File: config.mk
export PLATFORM = sky130hd
export DESIGN_NAME = image_engine_ctrl
export DESIGN_NICKNAME = d
export VERILOG_FILES = /design/src/rtl/image_engine_pkg.sv /design/src/rtl/image_engine_ctrl_fifo.sv /design/src/rtl/image_engine_ctrl.sv
export SDC_FILE = /design/constraint.sdc
export NUM_CORES = 1
export LEC_CHECK = 0
export BUFFER_PORTS_ARGS = -buffer_cell sky130_fd_sc_hd__buf_2
export CORE_MARGIN = 3
export CORE_UTILIZATION = 54
export DETAILED_ROUTE_END_ITERATION = 7
export PLACE_DENSITY = 0.87
export SLEW_MARGIN = 25
export SYNTH_ARGS = -nofsm -noshare
export SYNTH_HDL_FRONTEND = slang
export SYNTH_SLANG_ARGS = --single-unit
File: constraint.sdc
create_clock -name clk -period 2.6 [get_ports clk]
set_input_delay 0.26 -clock clk [delete_from_list [all_inputs] [get_ports clk]]
set_output_delay 0.26 -clock clk [all_outputs]
set_load 0.05 [all_outputs]
File: src/rtl/image_engine_pkg.sv
// Shared definitions for the image engine controller.
// Holds the FSM state encoding, register offsets, CTRL/STATUS bit positions,
// the default kernel and the default frame size, plus a byte-strobe merge helper.
package image_engine_pkg;

  typedef enum logic [1:0] {
    ST_IDLE = 2'd0,
    ST_RUN  = 2'd1,
    ST_DONE = 2'd2
  } state_t;

  localparam int unsigned FRAME_PIXELS_DEFAULT = 1024;

  localparam logic [4:0] OFS_CTRL   = 5'h00;
  localparam logic [4:0] OFS_STATUS = 5'h04;
  localparam logic [4:0] OFS_KERN0  = 5'h08;
  localparam logic [4:0] OFS_KERN1  = 5'h0C;
  localparam logic [4:0] OFS_KERN2  = 5'h10;
  localparam logic [4:0] OFS_DATA   = 5'h14;

  localparam int unsigned CTRL_START   = 0;
  localparam int unsigned CTRL_ABORT   = 1;
  localparam int unsigned CTRL_MODE_LO = 2;
  localparam int unsigned CTRL_IRQ_EN  = 4;

  localparam int unsigned STAT_STATE_LO  = 0;
  localparam int unsigned STAT_DONE      = 2;
  localparam int unsigned STAT_UNDERFLOW = 3;
  localparam int unsigned STAT_FIFO_LO   = 4;
  localparam int unsigned STAT_PIX_LO    = 16;

  // Write-one-to-clear positions differ from the read positions for underflow.
  localparam int unsigned W1C_DONE      = 2;
  localparam int unsigned W1C_UNDERFLOW = 7;

  localparam logic [71:0] KERNEL_DEFAULT = {9{8'h01}};

  function automatic logic [31:0] merge_bytes(input logic [31:0] cur,
                                              input logic [31:0] wdata,
                                              input logic [3:0]  strb);
    logic [31:0] res;
    res = cur;
    for (int unsigned b = 0; b < 4; b++) begin
      if (strb[b]) res[8*b +: 8] = wdata[8*b +: 8];
    end
    return res;
  endfunction

endpackage

File: src/rtl/image_engine_ctrl_fifo.sv
// ctrl_word_fifo: synchronous word FIFO holding packed result words.
// Ports: clk/rstn clock and async active-low reset; push/push_data write side;
// pop read side with head showing the oldest word; flush empties the FIFO;
// count/full/empty report occupancy. Flush has priority over push and pop.
module ctrl_word_fifo #(
  parameter int unsigned DEPTH = 8,
  parameter int unsigned WIDTH = 32
) (
  input  logic                       clk,
  input  logic                       rstn,
  input  logic                       push,
  input  logic [WIDTH-1:0]           push_data,
  input  logic                       pop,
  input  logic                       flush,
  output logic [WIDTH-1:0]           head,
  output logic [$clog2(DEPTH+1)-1:0] count,
  output logic                       full,
  output logic                       empty
);

  localparam int unsigned AW = (DEPTH > 1) ? $clog2(DEPTH) : 1;
  localparam int unsigned CW = $clog2(DEPTH + 1);

  logic [WIDTH-1:0] mem [DEPTH];
  logic [AW-1:0]    wr_ptr;
  logic [AW-1:0]    rd_ptr;
  logic [CW-1:0]    cnt;
  logic             do_push;
  logic             do_pop;

  function automatic logic [AW-1:0] bump(input logic [AW-1:0] p);
    return (p == AW'(DEPTH - 1)) ? '0 : p + AW'(1);
  endfunction

  assign full    = (cnt == CW'(DEPTH));
  assign empty   = (cnt == '0);
  assign do_pop  = pop && !empty;
  assign do_push = push && (!full || do_pop);
  assign head    = mem[rd_ptr];
  assign count   = cnt;

  always_ff @(posedge clk or negedge rstn) begin
    if (!rstn) begin
      wr_ptr <= '0;
      rd_ptr <= '0;
      cnt    <= '0;
      for (int unsigned i = 0; i < DEPTH; i++) mem[i] <= '0;
    end else if (flush) begin
      wr_ptr <= '0;
      rd_ptr <= '0;
      cnt    <= '0;
    end else begin
      if (do_push) begin
        mem[wr_ptr] <= push_data;
        wr_ptr      <= bump(wr_ptr);
      end
      if (do_pop) rd_ptr <= bump(rd_ptr);
      case ({do_push, do_pop})
        2'b10:   cnt <= cnt + CW'(1);
        2'b01:   cnt <= cnt - CW'(1);
        default: cnt <= cnt;
      endcase
    end
  end

endmodule

File: src/rtl/image_engine_ctrl.sv
// image_engine_ctrl: register-mapped controller for a pixel processor.
// Ports: clk/rstn clock and async active-low reset; mem_* single-cycle bus
// (sel, 5-bit byte offset, wdata, wstrb with 0 meaning read, combinational rdata);
// proc_mode/proc_kernel configuration to the processor; proc_ready_in
// backpressure; proc_valid_out/proc_pixel_out processed pixel stream;
// irq_done level interrupt. Pixels are packed little-endian into 32-bit words
// and buffered in a FIFO that software drains through the DATA register.
module image_engine_ctrl
  import image_engine_pkg::*;
#(
  parameter int unsigned FRAME_PIXELS = FRAME_PIXELS_DEFAULT,
  parameter int unsigned FIFO_DEPTH   = 8
) (
  input  logic        clk,
  input  logic        rstn,
  input  logic        mem_sel,
  input  logic [4:0]  mem_addr,
  input  logic [31:0] mem_wdata,
  input  logic [3:0]  mem_wstrb,
  output logic [31:0] mem_rdata,
  output logic [1:0]  proc_mode,
  output logic [71:0] proc_kernel,
  output logic        proc_ready_in,
  input  logic        proc_valid_out,
  input  logic [7:0]  proc_pixel_out,
  output logic        irq_done
);

  localparam int unsigned CW = $clog2(FIFO_DEPTH + 1);

  state_t        state;
  state_t        state_next;
  logic [1:0]    mode;
  logic          irq_en;
  logic [71:0]   kernel;
  logic          done;
  logic          underflow;
  logic [10:0]   pix_cnt;
  logic [1:0]    pack_idx;
  logic [23:0]   pack_lo;

  logic          wr_en, rd_en, ctrl_wr, status_wr;
  logic          start, abort, abort_run, frame_start, cfg_open;
  logic          accept, push, data_rd, pop;
  logic [31:0]   fifo_head;
  logic [CW-1:0] fifo_count;
  logic          fifo_full, fifo_empty;

  assign wr_en       = mem_sel && (mem_wstrb != '0);
  assign rd_en       = mem_sel && (mem_wstrb == '0);
  assign ctrl_wr     = wr_en && (mem_addr == OFS_CTRL) && mem_wstrb[0];
  assign status_wr   = wr_en && (mem_addr == OFS_STATUS) && mem_wstrb[0];
  assign start       = ctrl_wr && mem_wdata[CTRL_START];
  assign abort       = ctrl_wr && mem_wdata[CTRL_ABORT];
  assign abort_run   = abort && (state == ST_RUN);
  assign frame_start = start && !abort && (state == ST_IDLE);
  assign cfg_open    = (state == ST_IDLE);

  assign proc_ready_in = (state == ST_RUN) && !fifo_full;
  assign accept        = proc_valid_out && proc_ready_in;
  // The 4th byte goes straight into the pushed word rather than the packer.
  assign push          = accept && (pack_idx == 2'd3) && !abort_run;
  assign data_rd       = rd_en && (mem_addr == OFS_DATA);
  assign pop           = data_rd && !fifo_empty;

  assign proc_mode   = mode;
  assign proc_kernel = kernel;
  assign irq_done    = done && irq_en;

  ctrl_word_fifo #(
    .DEPTH (FIFO_DEPTH),
    .WIDTH (32)
  ) u_fifo (
    .clk       (clk),
    .rstn      (rstn),
    .push      (push),
    .push_data ({proc_pixel_out, pack_lo}),
    .pop       (pop),
    .flush     (abort_run),
    .head      (fifo_head),
    .count     (fifo_count),
    .full      (fifo_full),
    .empty     (fifo_empty)
  );

  always_ff @(posedge clk or negedge rstn) begin
    if (!rstn) state <= ST_IDLE;
    else       state <= state_next;
  end

  always_comb begin
    state_next = state;
    unique case (state)
      ST_IDLE: if (frame_start) state_next = ST_RUN;
      ST_RUN: begin
        if (abort)                              state_next = ST_IDLE;
        else if (pix_cnt == 11'(FRAME_PIXELS)) state_next = ST_DONE;
      end
      ST_DONE: state_next = ST_IDLE;
      default: state_next = ST_IDLE;
    endcase
  end

  always_ff @(posedge clk or negedge rstn) begin
    if (!rstn) begin
      pix_cnt  <= '0;
      pack_idx <= '0;
      pack_lo  <= '0;
    end else if (frame_start || abort_run) begin
      pix_cnt  <= '0;
      pack_idx <= '0;
      pack_lo  <= '0;
    end else if (accept) begin
      pix_cnt  <= pix_cnt + 11'd1;
      pack_idx <= pack_idx + 2'd1;
      case (pack_idx)
        2'd0:    pack_lo[7:0]   <= proc_pixel_out;
        2'd1:    pack_lo[15:8]  <= proc_pixel_out;
        2'd2:    pack_lo[23:16] <= proc_pixel_out;
        default: pack_lo        <= pack_lo;
      endcase
    end
  end

  always_ff @(posedge clk or negedge rstn) begin
    if (!rstn) begin
      mode      <= '0;
      irq_en    <= 1'b0;
      kernel    <= KERNEL_DEFAULT;
      done      <= 1'b0;
      underflow <= 1'b0;
    end else begin
      if (ctrl_wr) begin
        irq_en <= mem_wdata[CTRL_IRQ_EN];
        if (cfg_open) mode <= mem_wdata[CTRL_MODE_LO +: 2];
      end
      if (wr_en && cfg_open) begin
        case (mem_addr)
          OFS_KERN0: kernel[31:0]  <= merge_bytes(kernel[31:0], mem_wdata, mem_wstrb);
          OFS_KERN1: kernel[63:32] <= merge_bytes(kernel[63:32], mem_wdata, mem_wstrb);
          OFS_KERN2: if (mem_wstrb[0]) kernel[71:64] <= mem_wdata[7:0];
          default: ;
        endcase
      end
      if (state_next == ST_DONE)                    done <= 1'b1;
      else if (status_wr && mem_wdata[W1C_DONE])    done <= 1'b0;
      if (data_rd && fifo_empty)                    underflow <= 1'b1;
      else if (status_wr && mem_wdata[W1C_UNDERFLOW]) underflow <= 1'b0;
    end
  end

  always_comb begin
    mem_rdata = '0;
    case (mem_addr)
      OFS_CTRL: begin
        mem_rdata[CTRL_MODE_LO +: 2] = mode;
        mem_rdata[CTRL_IRQ_EN]       = irq_en;
      end
      OFS_STATUS: begin
        mem_rdata[STAT_STATE_LO +: 2] = state;
        mem_rdata[STAT_DONE]          = done;
        mem_rdata[STAT_UNDERFLOW]     = underflow;
        mem_rdata[STAT_FIFO_LO +: 4]  = 4'(fifo_count);
        mem_rdata[STAT_PIX_LO +: 11]  = pix_cnt;
      end
      OFS_KERN0: mem_rdata       = kernel[31:0];
      OFS_KERN1: mem_rdata       = kernel[63:32];
      OFS_KERN2: mem_rdata[7:0]  = kernel[71:64];
      OFS_DATA:  if (!fifo_empty) mem_rdata = fifo_head;
      default: ;
    endcase
  end

endmodule

Yosys cells after proc, flatten, opt, wreduce, memory -nomap -nowiden --
Index checks and enable logic that the tools add are counted. Widths: inputs -> output; s select.
Word-level totals: register bits after elaboration 382, output and inout bits 108, logic and storage cells 156
Cells by class: $add $sub $neg 6, magnitude comparators 3, eq/ne operators 16, multiplexer cells 38, bitwise operators 3, reductions and logical operators 60
Operator list (count):
- $bwmux 256 | 1
- $mux 32 | 4
- $bmux 32 s3 | 1
- $demux 32 s3 | 1
- $mux 24 | 2
- $pmux 11 s4 | 1
- $reduce_and 3->1 | 9
- $logic_and 1x1->1 | 25
- $mux 8 | 3
- $pmux 8 s3 | 1
- $mux 11 | 2
- $mux 3 | 6
- $pmux 3 s6 | 1
- $reduce_bool 2->1 | 8
- $pmux 3 s5 | 1
- $pmux 5 s3 | 1
- $add 11x1->11 const B | 1
- $eq 11x11->1 const B | 1
- $eq 5x4->1 const B | 2
- $eq 5x5->1 const B | 2
- $mux 2 | 5
- $pmux 2 s5 | 1
- $reduce_and 2->1 | 5
- $eq 2x2->1 const B | 4
- other kinds (23) | 38

Depth between registers and ports, before layout --
word-level depth 12, gate-level depth with buffers 11

Cells and area by module --
Synthesis repeated with hierarchy kept, for this count alone.
Unflattened totals: cell total of the unflattened synthesis 1239, area total of the unflattened synthesis 18043.6 µm²
By module, submodules not included:
- ctrl_word_fifo | times used 1, cells an instance 739, area an instance 12366.9 µm²
- image_engine_ctrl | times used 1, cells an instance 500, area an instance 5676.7 µm²

Worst setup path before layout --
Ideal clock, no wire load.
path type register to output, start point register u_fifo.rd_ptr[1], end point output mem_rdata[15], arrival 2.419 ns, setup slack -0.079 ns, stages on the path, launching flop included 6, path buffers 2, cells stage by stage dfrtp_1 clkbuf_1 buf_1 mux4_2 mux2i_1 o21ai_0
On the way: word-level cells in the longest chain between the ends 6
Ends and longest elaborated chain:
- start: declaration | line image_engine_ctrl_fifo.sv:26 | logic [AW-1:0] rd_ptr;
- start signal: assignment | line image_engine_ctrl_fifo.sv:57 | if (do_pop) rd_ptr <= bump(rd_ptr);
- $not 3->4 (implied by the code) | line image_engine_ctrl_fifo.sv:39 | assign head = mem[rd_ptr];
- $bmux 32 s3 | line image_engine_ctrl_fifo.sv:39
- $mux 32 (implied by the code) (2 in a row) | line image_engine_ctrl_fifo.sv:39
- $mux 32 | line image_engine_ctrl.sv:169 | OFS_DATA: if (!fifo_empty) mem_rdata = fifo_head;
- $pmux 8 s3 | line image_engine_ctrl.sv:154 | case (mem_addr)
- end: declaration | line image_engine_ctrl.sv:20 | output logic [31:0] mem_rdata,
Every way passes these cells. The select of a mux whose other input is x is not followed.

Final worst setup path --
start point register u_fifo.rd_ptr[0], end point output mem_rdata[2]
On the way: word-level cells in the longest chain between the ends 6
Ends and longest elaborated chain (line):
- $not 3->4 (implied by the code) | image_engine_ctrl_fifo.sv:39
- $bmux 32 s3 | image_engine_ctrl_fifo.sv:39
- $mux 32 (implied by the code) (2 in a row) | image_engine_ctrl_fifo.sv:39
- $mux 32 | image_engine_ctrl.sv:169
- $pmux 3 s6 | image_engine_ctrl.sv:154
Every way passes these cells. The select of a mux whose other input is x is not followed.

==> impl_metrics.ini <==
[synthesis]
synth_area_sq_um = 17400
ys_ff_latch = 382
synth.area.top_cells = dfrtp_1, mux2_2, mux4_2
synthFlopType = dfrtp_1
synth_nets = 1275
netlist.area_leader.share = 0.535
ys_seq_area_frac = 0.549
synth_edf_count = 0
ys_warn_count = 0
synth_top_cell_by_area = dfrtp_1
synth.distinct_cells = 56
async_flop_share = 1.00
synthCells = 1210
synth_most_common_cell = dfrtp_1
synth_common_cells = dfrtp_1, mux2_2, mux4_2
syn-mean-instance-area_sq_um = 14.4

[floorplan]
rows = 65
die_w_um = 186
initial_core_util = 0.550
die_area_sq_um = 34500
core-area_sq_um = 31700
die_y_um = 186
ios = 161

[cts]
cts_sinks = 382
tritoncts = yes
htree_levels = 2
clk_pin_slew_worst_paths_ns = 0.06
clock_latency_ns = 0.55
cts-root-buf = clkbuf_16
clk_path_buf_depth = 3
cts-buffers-inserted = 38

[timing]
rsz0062_at_grt = true
fin_ws_ns = -0.190
fin_crit_sh = 1.07
worstMarginPinSlew_ns = 0.882
setup_viol_count_final = 48
maxSlewHeadroom = 0.410
holdWs_ns = 0.0243
max_freq_mhz = 358
skew_ns = 0.0379
finalHoldViolCount = 0
fin_crit_ns = 2.79
finalMaxSlewViolations = 0

[detailed_routing]
drc = 0
vias = 12762
wl_per_cell_um = 29.3
firstDrtPassIters = 8
routed_wl_um = 54400
ant_nets = 0
drtIter0Drc = 1645
viasPerCell = 6.87

[global_route]
grt_overflow_total = 0
use_met3 = 0.0858
antenna_found_initial = 2
grt_pass1_wl_um = 76800
grt_max_degree = 85
grt_busiest_layer = met2
grt_use_total = 0.290
met2_usage = 0.478
grt_pass1_vias = 13196
grt_use_met1 = 0.347

[min_path]
hold_class = in -> reg

[layout]
regArea_sq_um = 9580
syn_to_final_growth_pct = 23.3
final_nets = 1491
drive_gt1_frac = 0.522
antenna_cells = 0
fillerInstances = 1758
utilization = 0.678
multi_input_area_sq_um = 7770

[power_and_ir_drop]
vdd.ir_drop.worst_v = 0.000526
powerDensity_nw_per_um2 = 729
p_leak_nw = 10.3

[place]
gp_congestion = 0.915
numPortBuffers = 160
pre_cts_slack_ns = 0.147
post-dp-hpwl_um = 28600

[setup_path]
worst_setup_path_start_kind = register
crit_fanout = 10
cp.required_ns = 2.34
crit_type = reg -> out
worstSetupEndpointType = output port
crit_arrival_ns = 2.53

[job]
max-cap-violations = 0

[status]
violations = setup timing
status = complete, but fails checks
-- cell type report --
class                           count  share of cell area
Clock buffer                       60              0.0542
Clock inverter                      9             0.00820
Inverter                            5            0.000873
Multi-Input combinational cell    741               0.361
Sequential cell                   382               0.445
Tap cell                          402              0.0234
Timing Repair Buffer              258               0.107
-- critical path, stage by stage (launching register included) --
cell and delay, ns:
dfrtp_4 0.47, buf_12 0.15, buf_12 0.15, mux4_2 0.54, mux2i_4 0.20, o211ai_1 0.21, buf_4 0.27
-- logic make-up after synthesis --
kind of cell | count (synthesis) | share of synthesized area
fa+ha+maj | 12 | 0.00861
xor+xnor | 13 | 0.00696
mux | 432 | 0.318
flops | 382 | 0.549
buf+inv | 87 | 0.0232
simple gates | 175 | 0.0525
compound gates | 109 | 0.0416
-- through the flow --
stage / cell area [sq um] / cells / power (W) / setup TNS [ns]
final: 21500 / 1857 / 0.0157 / -4.48
after global routing: 21500 / 1857 / 0.0161 / -7.98
after CTS: 21200 / 1849 / 0.0154 / -0.667
after detailed placement: 19200 / 1746 / 0.00949 / 0
after global placement: 19200 / 1746 / 0.00937 / 0
after floorplan: 17400 / 1210 / 0.00849 / 0
-- layout by cell type (no fill, tap or decap), drive strengths merged, types with 4 or more instances in the layout --
| master | count |
|---|---|
| nor3 | 10 |
| mux2i | 37 |
| buf | 228 |
| xnor2 | 5 |
| mux2 | 331 |
| nand3b | 5 |
| dlygate4sd3 | 26 |
| nor4 | 5 |
| o211ai | 8 |
| bufinv | 4 |
| and2 | 5 |
| a21oi | 32 |
| dfrtp | 373 |
| nand3 | 36 |
| o21ai | 25 |
| dfstp | 9 |
| nor2 | 27 |
| clkbuf | 64 |
| a222oi | 19 |
| nand4 | 7 |
| nand2 | 54 |
| mux4 | 64 |
| ha | 12 |
| inv | 6 |
| xor2 | 8 |
| a22oi | 17 |
-- power by group --
part	switching [W]	leakage, nW	internal [W]
clock	0.00234	0.647	0.00350
combinational	0.00167	4.39	0.000916
sequential	0.000804	5.22	0.00645
-- final timing paths --
kind,startpoint,to,slack [ns],cells after the start
worst min-delay path,mem_wdata[3],proc_kernel[67],0.02,2
worst min register to register,u_fifo.mem[123],u_fifo.mem[123],0.50,1
worst max-delay path,u_fifo.rd_ptr[0],mem_rdata[2],-0.19,6
worst max register to register,state[0],proc_kernel[42],-0.18,4
max in group asynchronous,rstn,proc_kernel[32],1.44,3
min in group asynchronous,rstn,u_fifo.mem[244],0.34,2
-- flip-flops by register name, summed over array words and instances, names as in the netlist --
name           count
underflow          1
proc_kernel       72
u_fifo.rd_ptr      3
pack_lo           24
u_fifo.mem       256
done               1
pack_idx           2
state              2
proc_mode          2
u_fifo.wr_ptr      3
irq_en             1
pix_cnt           11
u_fifo.count       4
-- timing repair --
| action | CTS | global route |
|---|---|---|
| resized for setup | 77 | 62 |
| setup endpoints to repair | 32 | 33 |
| buffers inserted | 7 | 5 |
| hold buffers | 26 | 0 |
| hold endpoints to repair | 124 | 0 |
| cloned | 1 | 4 |
| pin swaps | 0 | 2 |
-- metal layers --
layer | share of wire | routed length (um)
met5 | 0.0015 | 83
met3 | 0.11 | 5830
met2 | 0.48 | 26000
met4 | 0.066 | 3610
met1 | 0.35 | 18900
No activity file was read; power rests on OpenSTA's default activity.
